File: src/rtl/i2s_tx_fifo_if.sv
// -----------------------------------------------------------------------------
// i2s_tx_fifo_if
// Bus bundle for the I2S transmit FIFO: the APB-side write handshake and the
// transmitter-side request/data pair.
//
// Handshake semantics:
//   write : a word transfers on a clock edge where i_wr_valid && o_wr_ready;
//           i_wr_data must be stable while i_wr_valid is high. Words alternate
//           left, right, left, ...
//   read  : i_data_rqst is a one-cycle pop pulse. There is no ready. The
//           o_data_left/o_data_right pair updates one clock after the pulse and
//           holds until the next accepted pulse.
//
// Signals:
//   i_wr_valid   write word strobe            (master -> fifo)
//   i_wr_data    32-bit write word            (master -> fifo)
//   o_wr_ready   fifo can take a word         (fifo -> master)
//   i_data_rqst  transmitter pop pulse        (master -> fifo)
//   o_data_left  current left sample          (fifo -> master)
//   o_data_right current right sample         (fifo -> master)
// -----------------------------------------------------------------------------
interface i2s_tx_fifo_if;
  logic        i_wr_valid;
  logic [31:0] i_wr_data;
  logic        o_wr_ready;
  logic        i_data_rqst;
  logic [31:0] o_data_left;
  logic [31:0] o_data_right;

  modport master (
    output i_wr_valid, i_wr_data, i_data_rqst,
    input  o_wr_ready, o_data_left, o_data_right
  );

  modport slave (
    input  i_wr_valid, i_wr_data, i_data_rqst,
    output o_wr_ready, o_data_left, o_data_right
  );
endinterface

File: src/rtl/i2s_tx_fifo.sv
// -----------------------------------------------------------------------------
// i2s_tx_fifo
// Stereo sample buffer in front of the I2S master transmitter. 32-bit words
// arrive as left/right pairs; up to DEPTH complete pairs are stored. The
// transmitter pops one pair per request pulse and sees it on registered
// outputs one clock later.
//
// Ports:
//   i_clk           system clock
//   i_nrst          asynchronous active-low reset
//   i_enable        read side enable; requests ignored while low
//   i_clear         synchronous flush pulse
//   i_underrun_clr  clears the sticky underrun flag
//   bus             i2s_tx_fifo_if.slave: write handshake + request/data pair
//   o_level         stored pairs, 0..DEPTH
//   o_full/o_empty  level == DEPTH / level == 0
//   o_underrun      sticky: request arrived while empty
//   o_dbg_wr_state  write FSM state (0 = W_LEFT, 1 = W_RIGHT)
//   o_irq           only with I2S_TXFIFO_IRQ_EN: level <= THRESHOLD while enabled
//
// Optional feature macro: I2S_TXFIFO_IRQ_EN
// -----------------------------------------------------------------------------
module i2s_tx_fifo #(
  parameter int unsigned DEPTH     = 8,
  parameter int unsigned THRESHOLD = 2,
  localparam int unsigned AW       = $clog2(DEPTH)
) (
  input  logic          i_clk,
  input  logic          i_nrst,
  input  logic          i_enable,
  input  logic          i_clear,
  input  logic          i_underrun_clr,
  i2s_tx_fifo_if.slave  bus,
  output logic [AW:0]   o_level,
  output logic          o_full,
  output logic          o_empty,
  output logic          o_underrun,
  output logic          o_dbg_wr_state
`ifdef I2S_TXFIFO_IRQ_EN
  ,
  output logic          o_irq
`endif
);

  localparam logic [0:0] W_LEFT  = 1'b0;
  localparam logic [0:0] W_RIGHT = 1'b1;

  logic [63:0] mem [DEPTH];

  logic [AW:0] wr_ptr_q, wr_ptr_d;
  logic [AW:0] rd_ptr_q, rd_ptr_d;
  logic [0:0]  wr_state_q, wr_state_d;
  logic [31:0] stage_q, stage_d;
  logic [31:0] left_q, left_d;
  logic [31:0] right_q, right_d;
  logic        underrun_q, underrun_d;

  logic        full, empty, wr_ready;
  logic        wr_fire, commit, pop_req, pop, under;
  logic [AW:0] level;

  // Pointers carry one extra wrap bit so full and empty are distinguishable.
  assign level    = wr_ptr_q - rd_ptr_q;
  assign empty    = (wr_ptr_q == rd_ptr_q);
  assign full     = (wr_ptr_q[AW] != rd_ptr_q[AW]) &&
                    (wr_ptr_q[AW-1:0] == rd_ptr_q[AW-1:0]);
  assign wr_ready = !full;

  assign wr_fire = bus.i_wr_valid && wr_ready && !i_clear;
  assign commit  = wr_fire && (wr_state_q == W_RIGHT);
  assign pop_req = i_enable && bus.i_data_rqst && !i_clear;
  // Emptiness is judged before this cycle's commit: no bypass of a pair that
  // is being written in the same cycle.
  assign pop     = pop_req && !empty;
  assign under   = pop_req && empty;

  always_comb begin
    wr_ptr_d   = wr_ptr_q;
    rd_ptr_d   = rd_ptr_q;
    wr_state_d = wr_state_q;
    stage_d    = stage_q;
    left_d     = left_q;
    right_d    = right_q;
    underrun_d = underrun_q;
    if (i_clear) begin
      wr_ptr_d   = '0;
      rd_ptr_d   = '0;
      wr_state_d = W_LEFT;
      stage_d    = '0;
      left_d     = '0;
      right_d    = '0;
      underrun_d = 1'b0;
    end else begin
      if (wr_fire) begin
        if (wr_state_q == W_LEFT) begin
          stage_d    = bus.i_wr_data;
          wr_state_d = W_RIGHT;
        end else begin
          wr_ptr_d   = wr_ptr_q + 1'b1;
          wr_state_d = W_LEFT;
        end
      end
      if (pop) begin
        {left_d, right_d} = mem[rd_ptr_q[AW-1:0]];
        rd_ptr_d          = rd_ptr_q + 1'b1;
      end else if (under) begin
        left_d  = '0;
        right_d = '0;
      end
      // A new underrun event takes priority over a same-cycle clear.
      if (under) begin
        underrun_d = 1'b1;
      end else if (i_underrun_clr) begin
        underrun_d = 1'b0;
      end
    end
  end

  always_ff @(posedge i_clk or negedge i_nrst) begin
    if (!i_nrst) begin
      wr_ptr_q   <= '0;
      rd_ptr_q   <= '0;
      wr_state_q <= W_LEFT;
      stage_q    <= '0;
      left_q     <= '0;
      right_q    <= '0;
      underrun_q <= 1'b0;
    end else begin
      wr_ptr_q   <= wr_ptr_d;
      rd_ptr_q   <= rd_ptr_d;
      wr_state_q <= wr_state_d;
      stage_q    <= stage_d;
      left_q     <= left_d;
      right_q    <= right_d;
      underrun_q <= underrun_d;
    end
  end

  // Storage array needs no reset: only slots behind the write pointer are read.
  always_ff @(posedge i_clk) begin
    if (commit) begin
      mem[wr_ptr_q[AW-1:0]] <= {stage_q, bus.i_wr_data};
    end
  end

`ifdef I2S_TXFIFO_IRQ_EN
  localparam logic [AW:0] THR_L = (AW+1)'(THRESHOLD);
  logic irq_q;

  always_ff @(posedge i_clk or negedge i_nrst) begin
    if (!i_nrst) begin
      irq_q <= 1'b0;
    end else begin
      irq_q <= (level <= THR_L) && i_enable;
    end
  end

  assign o_irq = irq_q;
`endif

  assign bus.o_wr_ready   = wr_ready;
  assign bus.o_data_left  = left_q;
  assign bus.o_data_right = right_q;
  assign o_level          = level;
  assign o_full           = full;
  assign o_empty          = empty;
  assign o_underrun       = underrun_q;
  assign o_dbg_wr_state   = wr_state_q;

endmodule

File: src/flat_wrapper.sv
// flat-port wrapper written by rule: the top's interface ports become plain ports
module i2s_tx_fifo_flat 
#(
  parameter int unsigned DEPTH     = 8,
  parameter int unsigned THRESHOLD = 2,
  localparam int unsigned AW       = $clog2(DEPTH)
)
  (i_clk, i_nrst, i_enable, i_clear, i_underrun_clr, o_level, o_full, o_empty, o_underrun, o_dbg_wr_state, bus_i_wr_valid, bus_i_wr_data, bus_i_data_rqst, bus_o_wr_ready, bus_o_data_left, bus_o_data_right);
  i2s_tx_fifo_if bus_i ();
  input  logic i_clk;
  input  logic i_nrst;
  input  logic i_enable;
  input  logic i_clear;
  input  logic i_underrun_clr;
  output logic [AW:0] o_level;
  output logic o_full;
  output logic o_empty;
  output logic o_underrun;
  output logic o_dbg_wr_state;
  input wire logic [$bits(bus_i.i_wr_valid)-1:0] bus_i_wr_valid;
  input wire logic [$bits(bus_i.i_wr_data)-1:0] bus_i_wr_data;
  input wire logic [$bits(bus_i.i_data_rqst)-1:0] bus_i_data_rqst;
  output wire logic [$bits(bus_i.o_wr_ready)-1:0] bus_o_wr_ready;
  output wire logic [$bits(bus_i.o_data_left)-1:0] bus_o_data_left;
  output wire logic [$bits(bus_i.o_data_right)-1:0] bus_o_data_right;
  assign bus_i.i_wr_valid = bus_i_wr_valid;
  assign bus_i.i_wr_data = bus_i_wr_data;
  assign bus_i.i_data_rqst = bus_i_data_rqst;
  assign bus_o_wr_ready = bus_i.o_wr_ready;
  assign bus_o_data_left = bus_i.o_data_left;
  assign bus_o_data_right = bus_i.o_data_right;
  i2s_tx_fifo #(.DEPTH(DEPTH), .THRESHOLD(THRESHOLD)) u_core (.i_clk(i_clk), .i_nrst(i_nrst), .i_enable(i_enable), .i_clear(i_clear), .i_underrun_clr(i_underrun_clr), .bus(bus_i), .o_level(o_level), .o_full(o_full), .o_empty(o_empty), .o_underrun(o_underrun), .o_dbg_wr_state(o_dbg_wr_state));
endmodule
File: config.mk
export PLATFORM = sky130hd
export DESIGN_NAME = i2s_tx_fifo_flat
export DESIGN_NICKNAME = d
export VERILOG_FILES = /design/src/rtl/i2s_tx_fifo_if.sv /design/src/rtl/i2s_tx_fifo.sv /design/src/flat_wrapper.sv
export SDC_FILE = /design/constraint.sdc
export NUM_CORES = 1
export LEC_CHECK = 0
export ABC_AREA = 1
export CORE_UTILIZATION = 45
export DETAILED_ROUTE_END_ITERATION = 10
export HOLD_SLACK_MARGIN = 0.05
export SYNTH_ARGS = -nofsm -noshare
export SYNTH_HDL_FRONTEND = slang
export SYNTH_SLANG_ARGS = --single-unit
File: constraint.sdc
create_clock -name i_clk -period 18.7 [get_ports i_clk]
set_clock_uncertainty 0.15 [all_clocks]
set_input_delay 4.675 -clock i_clk [delete_from_list [all_inputs] [get_ports i_clk]]
set_output_delay 4.675 -clock i_clk [all_outputs]
set_load 0.05 [all_outputs]
## Word-level counts from Yosys, hierarchy flattened

Memories as Yosys holds them, arrays and structs flattened.
Cells that the tools add are included.

- Output and inout port bits: 73
- Bits in registers: 106
- RAM bits: 512
- Input bits: 39
- Word-level logic and storage cells: 54
- Memories: 1

- Multiplexer cells: 21
- $add $sub $neg: 3
- Equality and inequality tests: 4
- Reductions and logical operators: 18

Memories:

| name | depth | width | read ports | clocked after Yosys merged registers in | wr ports | RTL line | source |
|---|---|---|---|---|---|---|---|
| u_core.mem | 8 | 64 | 1 | 0 | 1 | i2s_tx_fifo.sv:48 | `logic [63:0] mem [DEPTH];` |

Operators by type and width:

| operator | count |
|---|---|
| two-way mux 32 bit | 8 |
| two-way mux 4 bit | 5 |
| adder 4 x 1 -> 4 bit (second input constant) | 2 |
| logical AND 1 bit | 8 |
| two-way mux 1 bit | 8 |
| nonzero test 2 bit | 3 |
| nonzero test 3 bit | 2 |
| == test 4 bit | 1 |
| AND reduction 2 bit | 2 |
| subtractor 4 bit | 1 |
| == test 3 bit | 1 |
| logical NOT 1 bit | 3 |
| inequality test 2 bit (second input constant) | 1 |
| inequality test 1 bit | 1 |

## Depth between registers and ports, before layout

- Word-level depth: 8
- Gate-level depth with buffers: 12
- Mapped depth without buffers: 10

## Least setup slack after synthesis

Ideal clock, no wire load.

- Path type: input port to flip-flop
- Start point: input i_clear
- End point: memory u_core.mem[6][0] (enable)
- Required time: 17,985 ps
- Stages on the path: 4
- Buffers on the path: 1
- Setup time: 565 ps
- Path slack: 8,333 ps
- Arrival time: 9,652 ps
- Path through: clkbuf_1 -> nor2_1 -> nand4_1 -> nor3_1

- Word-level cells in the longest chain between the ends: 5

RTL lines:

| item | RTL line | source |
|---|---|---|
| from (decl) | flat_wrapper.sv:13 | `input logic i_clear;` |
| logical NOT 1 bit | i2s_tx_fifo.sv:69 | `assign wr_fire = bus.i_wr_valid && wr_ready && !i_clear;` |
| logical AND 1 bit | i2s_tx_fifo.sv:69 |  |
| logical AND 1 bit | i2s_tx_fifo.sv:70 | `assign commit = wr_fire && (wr_state_q == W_RIGHT);` |
| two-way mux 1 bit | i2s_tx_fifo.sv:141 | `if (commit) begin` |
| two-way mux 1 bit (implied by the code) | i2s_tx_fifo.sv:142 | `mem[wr_ptr_q[AW-1:0]] <= {stage_q, bus.i_wr_data};` |
| to (decl) | i2s_tx_fifo.sv:48 |  |

Every way passes these cells.

## Worst setup path in the final report

- Start point: register u_core.rd_ptr_q[1]
- End point: output o_level[1]

- Word-level cells in the longest chain between the ends: 1

RTL lines:

| item | RTL line | source |
|---|---|---|
| from (decl) | i2s_tx_fifo.sv:51 | `logic [AW:0] rd_ptr_q, rd_ptr_d;` |
| from (signal assigned) | i2s_tx_fifo.sv:130 | `rd_ptr_q <= rd_ptr_d;` |
| subtractor 4 bit | i2s_tx_fifo.sv:63 | `assign level = wr_ptr_q - rd_ptr_q;` |
| to (decl) | flat_wrapper.sv:15 | `output logic [AW:0] o_level;` |

Every way passes these cells.

==> impl_metrics.tcl <==
set metrics [dict create \
    wl_um 55800 \
    cts_hold_repair.buffers 0 \
    antenna-diode-count 0 \
    synth_top_cell_by_area "sky130_fd_sc_hd__edfxtp_1" \
    yosysSeqAreaShare 0.739 \
    unrepaired_setup_endpoints_after_global_routing "no" \
    swShare 0.219 \
    dpl_wire_length_um 29900 \
    power.switching_w 0.000637 \
    dr.first_iter.drc_count 1136 \
    slowest_stage "sky130_fd_sc_hd__clkdlybuf4s50_1" \
    synth.cell_area_um2 24400 \
    initial_antenna_violation_count 0 \
    ant_nets 0 \
    tightest_slew_ns 1.19 \
    clock_sinks 618 \
    clk_latency_ns 0.63 \
    setup.worst_path.class "reg -> out" \
    fin_nets 2272 \
    setup.worst_path.start_class "flip-flop" \
    path_cells "buf_4 -> fa_1 -> inv_1 -> clkdlybuf4s50_1" \
    outcome "complete, no violations" \
    total_of_endpoints_with_negative_setup_slack_in_the_final_report 0 \
    fillCellCount 4490 \
    type_of_destination_of_the_critical_path "output port" \
    detail_route.vias_per_cell 5.12 \
    power_frac_comb 0.052 \
    die_width_um 235 \
    power.share.clock 0.421 \
    power_density_relative_to_cell_area_nw_per_um2 104 \
    postCtsSetupRepairBufs 0 \
    worst-endpoint-arrival_ns 3.08 \
    worst_path_dominant_cell_family "buffers and inverters" \
    floorplan.initialDensity 0.460 \
    internal_power_w 0.00227 \
    clock_transition_at_path_regs_ns 0.06 \
    timing_max_transition_violations_final 0 \
    grt_util_all_layers 0.204 \
    ys_warn_count 0 \
    power.static_leakage_nw 11.4 \
    critical_path.max_stage_delay_ns 0.79 \
    max_clock_freq_mhz 126 \
    globalRoute.totalOverflow 0 \
    grt_pass1_vias 14700 \
    place.port_buffers 111 \
    hold_ws_ns 0.326 \
    drtPass1Iterations 5 \
    maxSlewHeadroom 0.204 \
    pin_count_of_the_biggest_net_entering_global_routing 97 \
    max_cap_viol_count 0 \
    floorplan.die_area_um2 55200 \
    finish.utilization 0.528 \
    ctsRootBufferMaster "sky130_fd_sc_hd__clkbuf_16" \
    period_needed_ns 7.91 \
    post_synthesis_area_per_instance_um2 11.4 \
    fp.dieH_um 235 \
    ctsHtreeMaxLevel 2 \
    io_pins 112 \
    drt_drc_violations_left 0 \
    design.core.area_um2 53100 \
    worst_hold_path_type "reg -> reg" \
    critical_path.n_buffers_inverters 3 \
    synth_cells 2143 \
    area_overhead_vs_synth_pct 14.9 \
    numCtsBuffers 61 \
    placementRows 84 \
    ys_seq_elements 618 \
    hold_violations 0 \
    drive_gt1_frac 0.0605 \
    postSynthNetCount 2188 \
    worst-path-max-fanout 69 \
    cts-resized-gates 0 \
    portion_of_the_clock_cycle_consumed_by_the_worst_path_in_the_final_layout 0.423 \
    num_vias 15200 \
    synth.distinct_cells 26 \
    ir_drop_mv 0.0637 \
    routed_length_per_instance_um 18.8 \
    critical_path_required_ns 13.88 \
    sequential_share_of_power 0.527 \
    cts.path.max_buffers 3 \
    dpl_worst_slack_ns 10.94 \
    first_pass_grt_wire_length_um 86500 \
    gpl.final_weighted_congestion 0.787 \
    cts_tree "done" \
    top_cells_by_area_synth "sky130_fd_sc_hd__edfxtp_1, sky130_fd_sc_hd__nand2_1, sky130_fd_sc_hd__dfrtp_1, sky130_fd_sc_hd__nand3_1, sky130_fd_sc_hd__buf_2" \
    finalWorstSetupSlack_ns 10.79 \
    synth_top_area_frac 0.630 \
    finalSetupTns_ns 0 \
]
[cell usage in the layout, fill, tap and decap left out, drive strengths merged, types with 20 or more instances in the layout]
cell / n
buf: 22
clkbuf: 90
clkdlybuf4s50: 110
clkinv: 20
dfrtp: 106
edfxtp: 512
inv: 21
nand2: 1025
nand3: 266
nor2: 77
[registers in the layout, summed over array words and instances, names as in the netlist]
signal,cells
u_core.mem,512
u_core.bus.o_data_right,32
u_core.stage_q,32
u_core.o_underrun,1
u_core.wr_ptr_q,4
u_core.rd_ptr_q,4
u_core.o_dbg_wr_state,1
u_core.bus.o_data_left,32
[worst min-delay path, cell delays in order, from the launching register on]
cell and delay [ns]:
sky130_fd_sc_hd__dfrtp_1 0.34, sky130_fd_sc_hd__nand2_1 0.05, sky130_fd_sc_hd__nand2_1 0.05
[power groups by stage]
stage          clock [W]  combinational [W]  sequential [W]
2_1_floorplan          0          0.0000792         0.00157
6_report         0.00122           0.000152         0.00154
4_1_cts          0.00124           0.000154         0.00154
3_3_place_gp           0           0.000151         0.00156
3_5_place_dp           0           0.000154         0.00156
5_1_grt          0.00130           0.000169         0.00154
[synthesized netlist by cell type, drive strengths merged]
library cell	number
nor3	4
ha	5
inv	21
buf	92
o21bai	1
nand4	5
o21ai	4
a21oi	1
clkbuf	19
nor2	77
xor2	2
edfxtp	512
nand2	1025
xnor2	2
dfrtp	106
nand3	266
fa	1
[cell families after synthesis]
family,synth area share
simple gates,0.228
flops,0.739
buf+inv,0.0271
compound gates,0.00133
fa+ha+maj,0.00338
xor+xnor,0.00144
[cell type report]
class	count	area [um^2]	share of cell area
timing repair buffer	132	1270	0.0452
clock buffer	90	1770	0.0631
sequential	618	18000	0.643
multi-input combinational	1393	5770	0.206
inverter	21	85.1	0.00303
tap	688	861	0.0307
clock inverter	26	255	0.00910
[metrics by stage]
step                cell area [um^2]  power [W]  instances
finish                         28000    0.00291       2968
detailed placement             26000    0.00172       2852
global placement               26000    0.00171       2852
CTS                            28000    0.00293       2968
global route                   28000    0.00300       2968
floorplan                      24400    0.00165       2143
[layer usage]
| layer | GRT usage | vias up | wire (um) |
|---|---|---|---|
| met5 | 0 | - | 0 |
| met2 | 0.336 | 373 | 26700 |
| met1 | 0.277 | 7352 | 24600 |
| met3 | 0.0308 | 93 | 2780 |
| met4 | 0.0722 | 0 | 1630 |
| li1 | - | 7366 | - |
[worst paths after layout]
kind | start | slack (ns) | to | cells past startpoint
hold / removal | u_core.bus.o_data_left[14] | 0.33 | u_core.bus.o_data_left[14] | 2
setup / recovery | u_core.rd_ptr_q[1] | 10.79 | o_level[1] | 4
max in group asynchronous | i_nrst | 13.14 | u_core.wr_ptr_q[2] | 2
setup reg to reg | u_core.rd_ptr_q[0] | 15.13 | u_core.mem[7][60] | 7
hold reg to reg | u_core.bus.o_data_left[14] | 0.33 | u_core.bus.o_data_left[14] | 2
min in group asynchronous | i_nrst | 4.04 | u_core.bus.o_data_right[28] | 1
Note: power is estimated with default switching activity, not from simulation.
